<file path="config.mk">
export PLATFORM = sky130hd
export DESIGN_NAME = t05_decomp_ctrl
export DESIGN_NICKNAME = d
export VERILOG_FILES = /design/src/rtl/t05_decomp_pkg.sv /design/src/rtl/t05_spi_fetch.sv /design/src/rtl/t05_decomp_ctrl.sv
export SDC_FILE = /design/constraint.sdc
export NUM_CORES = 1
export LEC_CHECK = 0
export BUFFER_PORTS_ARGS = -buffer_cell sky130_fd_sc_hd__buf_2
export CORE_ASPECT_RATIO = 1.25
export CORE_MARGIN = 2
export CORE_UTILIZATION = 40
export CTS_CLUSTER_SIZE = 14
export DETAILED_ROUTE_END_ITERATION = 10
export HOLD_SLACK_MARGIN = 0.1
export PLACE_DENSITY = 0.69
export SLEW_MARGIN = 10
export SYNTH_ARGS = -nofsm -noshare
export SYNTH_HDL_FRONTEND = slang
export SYNTH_SLANG_ARGS = --single-unit
</file>
<file path="constraint.sdc">
create_clock -name clk -period 3.9 [get_ports clk]
set_input_delay 0 -clock clk [delete_from_list [all_inputs] [get_ports clk]]
set_output_delay 0 -clock clk [all_outputs]
set_load 0.005 [all_outputs]
</file>
<file path="src/rtl/t05_decomp_pkg.sv">
// t05_decomp_pkg: controller state encoding, default limits and a saturating increment
package t05_decomp_pkg;
  typedef enum logic [3:0] {
    ST_IDLE     = 4'd0,
    ST_HEADER   = 4'd1,
    ST_HD_FETCH = 4'd2,
    ST_DECODE   = 4'd3,
    ST_BD_FETCH = 4'd4,
    ST_DONE     = 4'd5,
    ST_ERROR    = 4'd6
  } ctrl_state_t;
  localparam int DEF_TIMEOUT_CYCLES = 4096;
  localparam int DEF_MAX_HEADER_BYTES = 1024;
  function automatic logic [31:0] sat_inc(input logic [31:0] v);
    return &v ? v : v + 32'd1;
  endfunction
endpackage

</file>
<file path="src/rtl/t05_spi_fetch.sv">
// t05_spi_fetch: SPI ack acceptance and stall watchdog (active=fetch in progress, take=ack accepted, expired=wait budget used up)
module t05_spi_fetch import t05_decomp_pkg::*; #(
  parameter int TIMEOUT_CYCLES = DEF_TIMEOUT_CYCLES
) (
  input  logic clk,
  input  logic rst,
  input  logic active,
  input  logic ack,
  output logic take,
  output logic expired
);
  logic [31:0] wait_cnt;
  always_ff @(posedge clk)
    if (rst || !active) wait_cnt <= '0;
    else wait_cnt <= sat_inc(wait_cnt);
  assign take = active && ack;
  assign expired = active && !ack && wait_cnt >= 32'(TIMEOUT_CYCLES - 1);
endmodule

</file>
<file path="src/rtl/t05_decomp_ctrl.sv">
// t05_decomp_ctrl: header-then-body decompression sequencer owning the SPI byte channel (start/busy/done/error, spi_rd_*, hd_* and bd_* decoder links, chars_done/bytes_read counters)
module t05_decomp_ctrl import t05_decomp_pkg::*; #(
  parameter int TIMEOUT_CYCLES = DEF_TIMEOUT_CYCLES,
  parameter int MAX_HEADER_BYTES = DEF_MAX_HEADER_BYTES
) (
  input  logic        clk,
  input  logic        rst,
  input  logic        start,
  output logic        busy,
  output logic        done,
  output logic        error,
  output logic        spi_rd_req,
  input  logic        spi_rd_ack,
  input  logic [7:0]  spi_rd_data,
  output logic        hd_enable,
  input  logic        hd_SPI_read_en,
  output logic [7:0]  hd_SPI_data,
  input  logic        hd_finished,
  input  logic [31:0] hd_tot_chars,
  output logic        bd_enable,
  input  logic        bd_rd_en,
  output logic [7:0]  bd_rd_data,
  output logic        bd_rd_valid,
  input  logic        bd_char_valid,
  output logic [31:0] chars_done,
  output logic [31:0] bytes_read
);
  ctrl_state_t st, st_n;
  logic [31:0] tot_chars, hdr_cnt;
  logic take, expired, fetching, char_hit, fin, restart;
  assign fetching = st == ST_HD_FETCH || st == ST_BD_FETCH;
  assign char_hit = bd_char_valid && (st == ST_DECODE || st == ST_BD_FETCH);
  assign fin = char_hit && sat_inc(chars_done) == tot_chars;
  assign restart = start && (st == ST_IDLE || st == ST_DONE || st == ST_ERROR);
  t05_spi_fetch #(.TIMEOUT_CYCLES(TIMEOUT_CYCLES)) u_fetch (
    .clk(clk), .rst(rst), .active(fetching), .ack(spi_rd_ack), .take(take), .expired(expired)
  );
  always_comb begin
    st_n = st;
    case (st)
      ST_IDLE, ST_DONE, ST_ERROR: st_n = restart ? ST_HEADER : st;
      ST_HEADER: st_n = hd_finished ? (hd_tot_chars == '0 ? ST_DONE : ST_DECODE) :
                        hdr_cnt >= 32'(MAX_HEADER_BYTES) ? ST_ERROR :
                        hd_SPI_read_en ? ST_HD_FETCH : st;
      ST_HD_FETCH: st_n = take ? ST_HEADER : expired ? ST_ERROR : st;
      ST_DECODE:   st_n = fin ? ST_DONE : bd_rd_en ? ST_BD_FETCH : st;
      ST_BD_FETCH: st_n = fin ? ST_DONE : take ? ST_DECODE : expired ? ST_ERROR : st;
      default:     st_n = ST_IDLE;
    endcase
  end
  always_ff @(posedge clk)
    if (rst) begin
      st <= ST_IDLE;
      tot_chars <= '0;
      hdr_cnt <= '0;
      chars_done <= '0;
      bytes_read <= '0;
      hd_SPI_data <= '0;
      bd_rd_data <= '0;
      bd_rd_valid <= 1'b0;
    end else begin
      st <= st_n;
      bd_rd_valid <= st == ST_BD_FETCH && take && !fin;
      if (st == ST_HEADER && hd_finished) tot_chars <= hd_tot_chars;
      if (st == ST_HD_FETCH && take) hd_SPI_data <= spi_rd_data;
      if (st == ST_BD_FETCH && take && !fin) bd_rd_data <= spi_rd_data;
      if (restart) begin
        hdr_cnt <= '0;
        chars_done <= '0;
        bytes_read <= '0;
      end else begin
        if (st == ST_HD_FETCH && take) hdr_cnt <= sat_inc(hdr_cnt);
        if (take && !fin) bytes_read <= sat_inc(bytes_read);
        if (char_hit) chars_done <= sat_inc(chars_done);
      end
    end
  assign busy = st inside {ST_HEADER, ST_HD_FETCH, ST_DECODE, ST_BD_FETCH};
  assign done = st == ST_DONE;
  assign error = st == ST_ERROR;
  assign hd_enable = st == ST_HEADER;
  assign bd_enable = st == ST_DECODE || st == ST_BD_FETCH;
  assign spi_rd_req = fetching;
endmodule

</file>
After elaboration in Yosys (flattened, before gate mapping) --
Index checks and enable logic that the tools add are counted.
Storage, ports and cells: word-level logic and storage cells 71, memories 0, input bits 48, memory bits (read-only) 0, bits in latches 0, RAM bits 0, register bits 181, output and inout port bits 87
Cells by class: add/subtract/negate cells 4, div/mod/pow operators 0, muxes and demuxes 13, multiply operators 0, equal/unequal tests 10, bitwise gates (word level) 2, magnitude comparators 2, reductions and logical operators 31, shifts and indexed selects 0
Operators by type and width (count):
- 32-bit by 1-bit adder with 32-bit output (second input constant) | 4
- 32-bit AND reduction | 4
- 4-bit 2-to-1 mux | 10
- 32-bit == test | 1
- 32-bit by 11-bit greater-or-equal comparator with 1-bit output (second input constant) | 1
- 32-bit by 12-bit greater-or-equal comparator with 1-bit output (second input constant) | 1
- 32-bit logical NOT | 1
- 32-bit 2-to-1 mux | 1
- 4-bit case mux with 5 select lines | 1
- 4-bit by 3-bit == test with 1-bit output (second input constant) | 3
- 1-bit logical AND | 11
- 4-bit by 2-bit == test with 1-bit output (second input constant) | 2
- 1-bit logical OR | 5
- 4-bit by 1-bit == test with 1-bit output (second input constant) | 1
- 4-bit logical NOT | 1
- 4-bit by 1-bit != test with 1-bit output (second input constant) | 1
- 2-bit AND reduction | 2
- 4-bit nonzero test | 1
- 1-bit logical NOT | 3
- 3-bit 2-to-1 mux | 1
- 3-bit != test (second input constant) | 1
- 3-bit AND reduction | 1
- 3-bit OR reduction | 1
- 2-bit != test (second input constant) | 1
- other kinds (2) | 3

Logic depth before layout (Yosys ltp) --
word-level depth 8, mapped depth 15

Hierarchy --
Synthesis repeated with hierarchy kept, for this count alone.
Unflattened totals: cell total of the unflattened synthesis 1355, area, all modules 10481.3 µm²
By module, submodules not included:
- t05_decomp_ctrl | cells an instance 1156, seq. area each 2982.9 µm², area each 8799.7 µm², times used 1
- t05_spi_fetch | cells an instance 199, seq. area each 640.6 µm², area each 1681.6 µm², times used 1

Least setup slack after synthesis --
Ideal clock, no wire load.
path kind register to register, from register chars_done[1], to register bd_rd_data[0], arrival time 3.657 ns, setup slack 0.116 ns, buffers on the path 3, stages on the path, launching flop included 16, period minus slack after synthesis 3.784 ns, cell sequence dfxtp_1 > ha_1 > nand3_1 > nor3_1 > and2_1 > buf_2 > o2111ai_1 > nor3_1 > o2111ai_1 > or4b_1 > or4_1 > buf_4 > and3_4 > buf_6 > mux2i_1 > nor2_1
Between the ends: cells in the longest elaborated chain, start to end 6, elaborated cells on any way between the ends 7
Ends and longest elaborated chain:
- from (decl) | line t05_decomp_ctrl.sv:25 | output logic [31:0] chars_done,
- from (signal assigned) | line t05_decomp_ctrl.sv:74 | if (char_hit) chars_done <= sat_inc(chars_done);
- 32-bit by 1-bit adder with 32-bit output / 32-bit AND reduction (equally long branches) | line t05_decomp_pkg.sv:15 | return &v ? v : v + 32'd1;
- 32-bit 2-to-1 mux *
- 32-bit == test * | line t05_decomp_ctrl.sv:33 | assign fin = char_hit && sat_inc(chars_done) == tot_chars;
- 1-bit logical AND * | line t05_decomp_ctrl.sv:33
- 1-bit logical NOT * | line t05_decomp_ctrl.sv:66 | if (st == ST_BD_FETCH && take && !fin) bd_rd_data <= spi_rd_data;
- 1-bit logical AND * | line t05_decomp_ctrl.sv:66
- to (signal assigned) | line t05_decomp_ctrl.sv:66
- to (decl) | line t05_decomp_ctrl.sv:22 | output logic [7:0] bd_rd_data,
Mark *: on every way between the ends. The rest lies on a longest branch, timed or not. A chain may end at the register's enable or synchronous reset.

Worst setup path after layout --
from register chars_done[0], to register bytes_read[25]
Between the ends: cells in the longest elaborated chain, start to end 7, elaborated cells on any way between the ends 8
Ends and longest elaborated chain:
- 32-bit by 1-bit adder with 32-bit output / 32-bit AND reduction (equally long branches) | line t05_decomp_pkg.sv:15
- 32-bit 2-to-1 mux *
- 32-bit == test * | line t05_decomp_ctrl.sv:33
- 1-bit logical AND * | line t05_decomp_ctrl.sv:33
- 1-bit logical NOT * | line t05_decomp_ctrl.sv:73 | if (take && !fin) bytes_read <= sat_inc(bytes_read);
- 1-bit logical AND * | line t05_decomp_ctrl.sv:73
- 2-bit AND reduction (no source line) *
- to (signal assigned) | line t05_decomp_ctrl.sv:73
- to (decl) | line t05_decomp_ctrl.sv:26 | output logic [31:0] bytes_read
Marks and branches as above.

==> key figures <==
Run status
  • Status: completed

Yosys
  • Synth cell count leaders: dfxtp_1 (181), nand2_1 (156), nor2_1 (154)
  • Yosys top cell by area: dfxtp_1
  • Sequential-to-total area share from yosys stat: 0.383
  • Syn nets: 1252
  • Ys Warns: 0
  • Unique masters post-synth: 62
  • Most common cell in the synthesized netlist: dfxtp_1
  • Largest cells by area after synthesis: dfxtp_1 (38%), nand2_1 (6.2%), nor2_1 (6.1%)
  • Post-synth top area share: 0.383
  • Mean post-synth cell area: 7.89 um^2
  • Synth Instances: 1199
  • EDFF count, synth: 0
  • Ys flop type: dfxtp_1
  • Seq cells post-synth: 181
  • Async set-or-reset flop fraction in the synthesized netlist: 0
  • Post-Syn Area: 9460 um^2

Layout
  • Layout cells sized above 1: 0.196
  • Nets: 1464
  • Layout fillers: roughly 2200
  • Area delta synth->final: 26.6%
  • ANT cells: 0
  • Post-route cell area: 12000 um^2

Setup path
  • CP Launch Type: flip-flop
  • Req. time, crit path: around 4.2 ns
  • Critical path fanouts, max: 15
  • Critical path endpoint category: flip-flop
  • Setup CP Type: reg2reg
  • WP data arrival: 4.15 ns

Clock tree
  • Reg clk slew, reported paths: roughly 0.070 ns
  • Max Buffers Root-to-Sink: 2
  • CTS tree: built
  • Skew-Pair Late Insertion Delay: between 0.4 and 0.5 ns
  • CTS root buf: clkbuf_16
  • H-tree depth: 4
  • Clock sinks: 181
  • TritonCTS buffer count: 17

STA
  • Setup violators final: 0
  • Pins Over Slew Limit: 0
  • Fin crit share: 0.979
  • Final worst slack: 0.0802 ns
  • Layout Skew: 0.00912 ns
  • Final Hold Vio Count: 0
  • Worst Tran Pin Value: 1.19 ns
  • FMAX: 262 MHz
  • Post-layout min period: 3.82 ns
  • Worst slew margin: 0.206

GRT
  • GR Overflow Total: 0
  • Initial antenna violation count: 0
  • GRT Util Overall: 0.229
  • Global-route wire length before repair: roughly 46000 um
  • Vias in the first global route: 8982
  • Largest net degree at the start of global routing: 79

Run
  • Max Cap Violations: 0

Floorplanning
  • I/O Pins: 135
  • Starting density of the core: 0.409
  • Die ar.: between 20000 and 25000 um^2
  • Core area: between 20000 and 25000 um^2
  • Chip height: about 180 um
  • Row cnt: 62
  • Chip Width: around 140 um

Min path
  • Worst min path class: in2reg

Placed design
  • Placed inst area: ~11000 um^2
  • Routability congestion estimate: 0.939
  • Hpwl dp: 21200 um
  • Pre-CTS setup slack: around 0.011 ns
  • Buffers on Ports: approximately 130

Routing
  • Drt first pass iters: 5
  • Drt wl/cell: around 17 um
  • DRT iter0 DRCs: 594
  • Total wire length: 28900 um
  • Average vias per placed instance: about 5.6
  • Number of antenna-violating nets in the routed design: 0
  • DRC Markers: 0
  • Via count of the routed design: between 9000 and 10000

Pwr
  • Max IR drop VDD: 0.306 mV
  • Pleak: 4.62 nW
  • Power per cell area: approximately 330 nW/um^2
## placed cells by master (no fill, tap or decap), drive strengths merged, types with 31 or more instances in the layout
cell type and n:
nand2 157, nor2 154, a21oi 81, buf 213, xnor2 57, nor4 33
dfxtp 181, or3 31, o21ai 41, nand3 62, dlygate4sd3 44, nand4 50
xor2 62
## final cells by class
| cell class | count | area (um^2) | area share |
|---|---|---|---|
| Multi-Input combinational cell | 929 | 5550 | 0.463 |
| Timing Repair Buffer | 257 | 1720 | 0.144 |
| Clock buffer | 18 | 429 | 0.0358 |
| Sequential cell | 181 | 3630 | 0.303 |
| Inverter | 25 | 93.8 | 0.00783 |
| Clock inverter | 14 | 199 | 0.0166 |
| Tap cell | 288 | 360 | 0.0301 |
## cells by family (layout without fill, tap and decap cells)
group | after synthesis | after routing | synth area share
xor+xnor | 119 | 119 | 0.110
mux | 22 | 22 | 0.0235
flops | 181 | 181 | 0.383
simple gates | 608 | 608 | 0.329
compound gates | 174 | 174 | 0.108
fa+ha+maj | 5 | 5 | 0.00661
other cells | 1 | 1 | 0.000396
buf+inv | 89 | 314 | 0.0395
## per-stage QoR
step | TNS [ns] | util | hold slack, ns | power (mW) | cells
after floorplan | 0 | - | 0.136 | 2.01 | 1199
after global placement | 0 | 0.466 | 0.249 | 2.09 | 1630
after detailed placement | 0 | 0.466 | 0.258 | 2.09 | 1630
after CTS | 0 | 0.513 | 0.101 | 3.98 | 1706
after global routing | -0.0198 | 0.518 | 0.144 | 4.07 | 1712
final | 0 | 0.518 | 0.121 | 3.95 | 1712
## critical path, stage by stage, from the launching register on
cell and delay (ns):
dfxtp_1 0.36, buf_6 0.16, nand4_4 0.12, nor4_4 0.42, buf_4 0.22, nand4_1 0.17, a21oi_2 0.19, xnor2_1 0.08
a2111o_1 0.39, or4b_4 0.50, or4_4 0.43, buf_4 0.22, nand2_1 0.22, nor4_1 0.08, o21bai_1 0.16
## per-layer routing
metal	global-route usage	wire length, um	vias up
li1	-	-	4647
met1	0.265	11800	4531
met2	0.414	14700	333
met3	0.0339	1390	83
met4	0.104	1100	0
met5	0	0	-
## power breakdown
| part | total (mW) | leakage, nW | internal, mW | switching, mW |
|---|---|---|---|---|
| Combinational | 0.215 | 2.87 | 0.0919 | 0.124 |
| Clock | 1.86 | 0.294 | 1.08 | 0.779 |
| Sequential | 1.87 | 1.46 | 1.86 | 0.0134 |
## registers in the layout, indices dropped and copies added (netlist names)
name and cells:
bytes_read 32, chars_done 32, hdr_cnt 32, tot_chars 32, u_fetch.wait_cnt 32, bd_rd_data 8, hd_SPI_data 8, st 4
bd_rd_valid 1
## worst paths after layout
path	endpoint	cells after the start	startpoint	slack (ns)
max	bytes_read[25]$_SDFFE_PP0P_	14	chars_done[0]$_SDFFE_PP0P_	0.08
min	st[1]$_SDFFE_PP0P_	4	hd_SPI_read_en	0.12
max reg2reg	bytes_read[25]$_SDFFE_PP0P_	14	chars_done[0]$_SDFFE_PP0P_	0.08
min reg2reg	tot_chars[4]$_SDFFE_PP0P_	2	tot_chars[4]$_SDFFE_PP0P_	0.47
## repair_timing
item | 4_1_cts | 5_1_grt
hold buffers | 44 | 0
setup endpoints to repair | 1 | 41
setup buffers | 0 | 6
gates resized for setup | 1 | 18
pin swaps | 0 | 6
cloned | 0 | 0
hold endpoints to repair | 58 | 0
No activity file was read; power rests on OpenSTA's default activity.
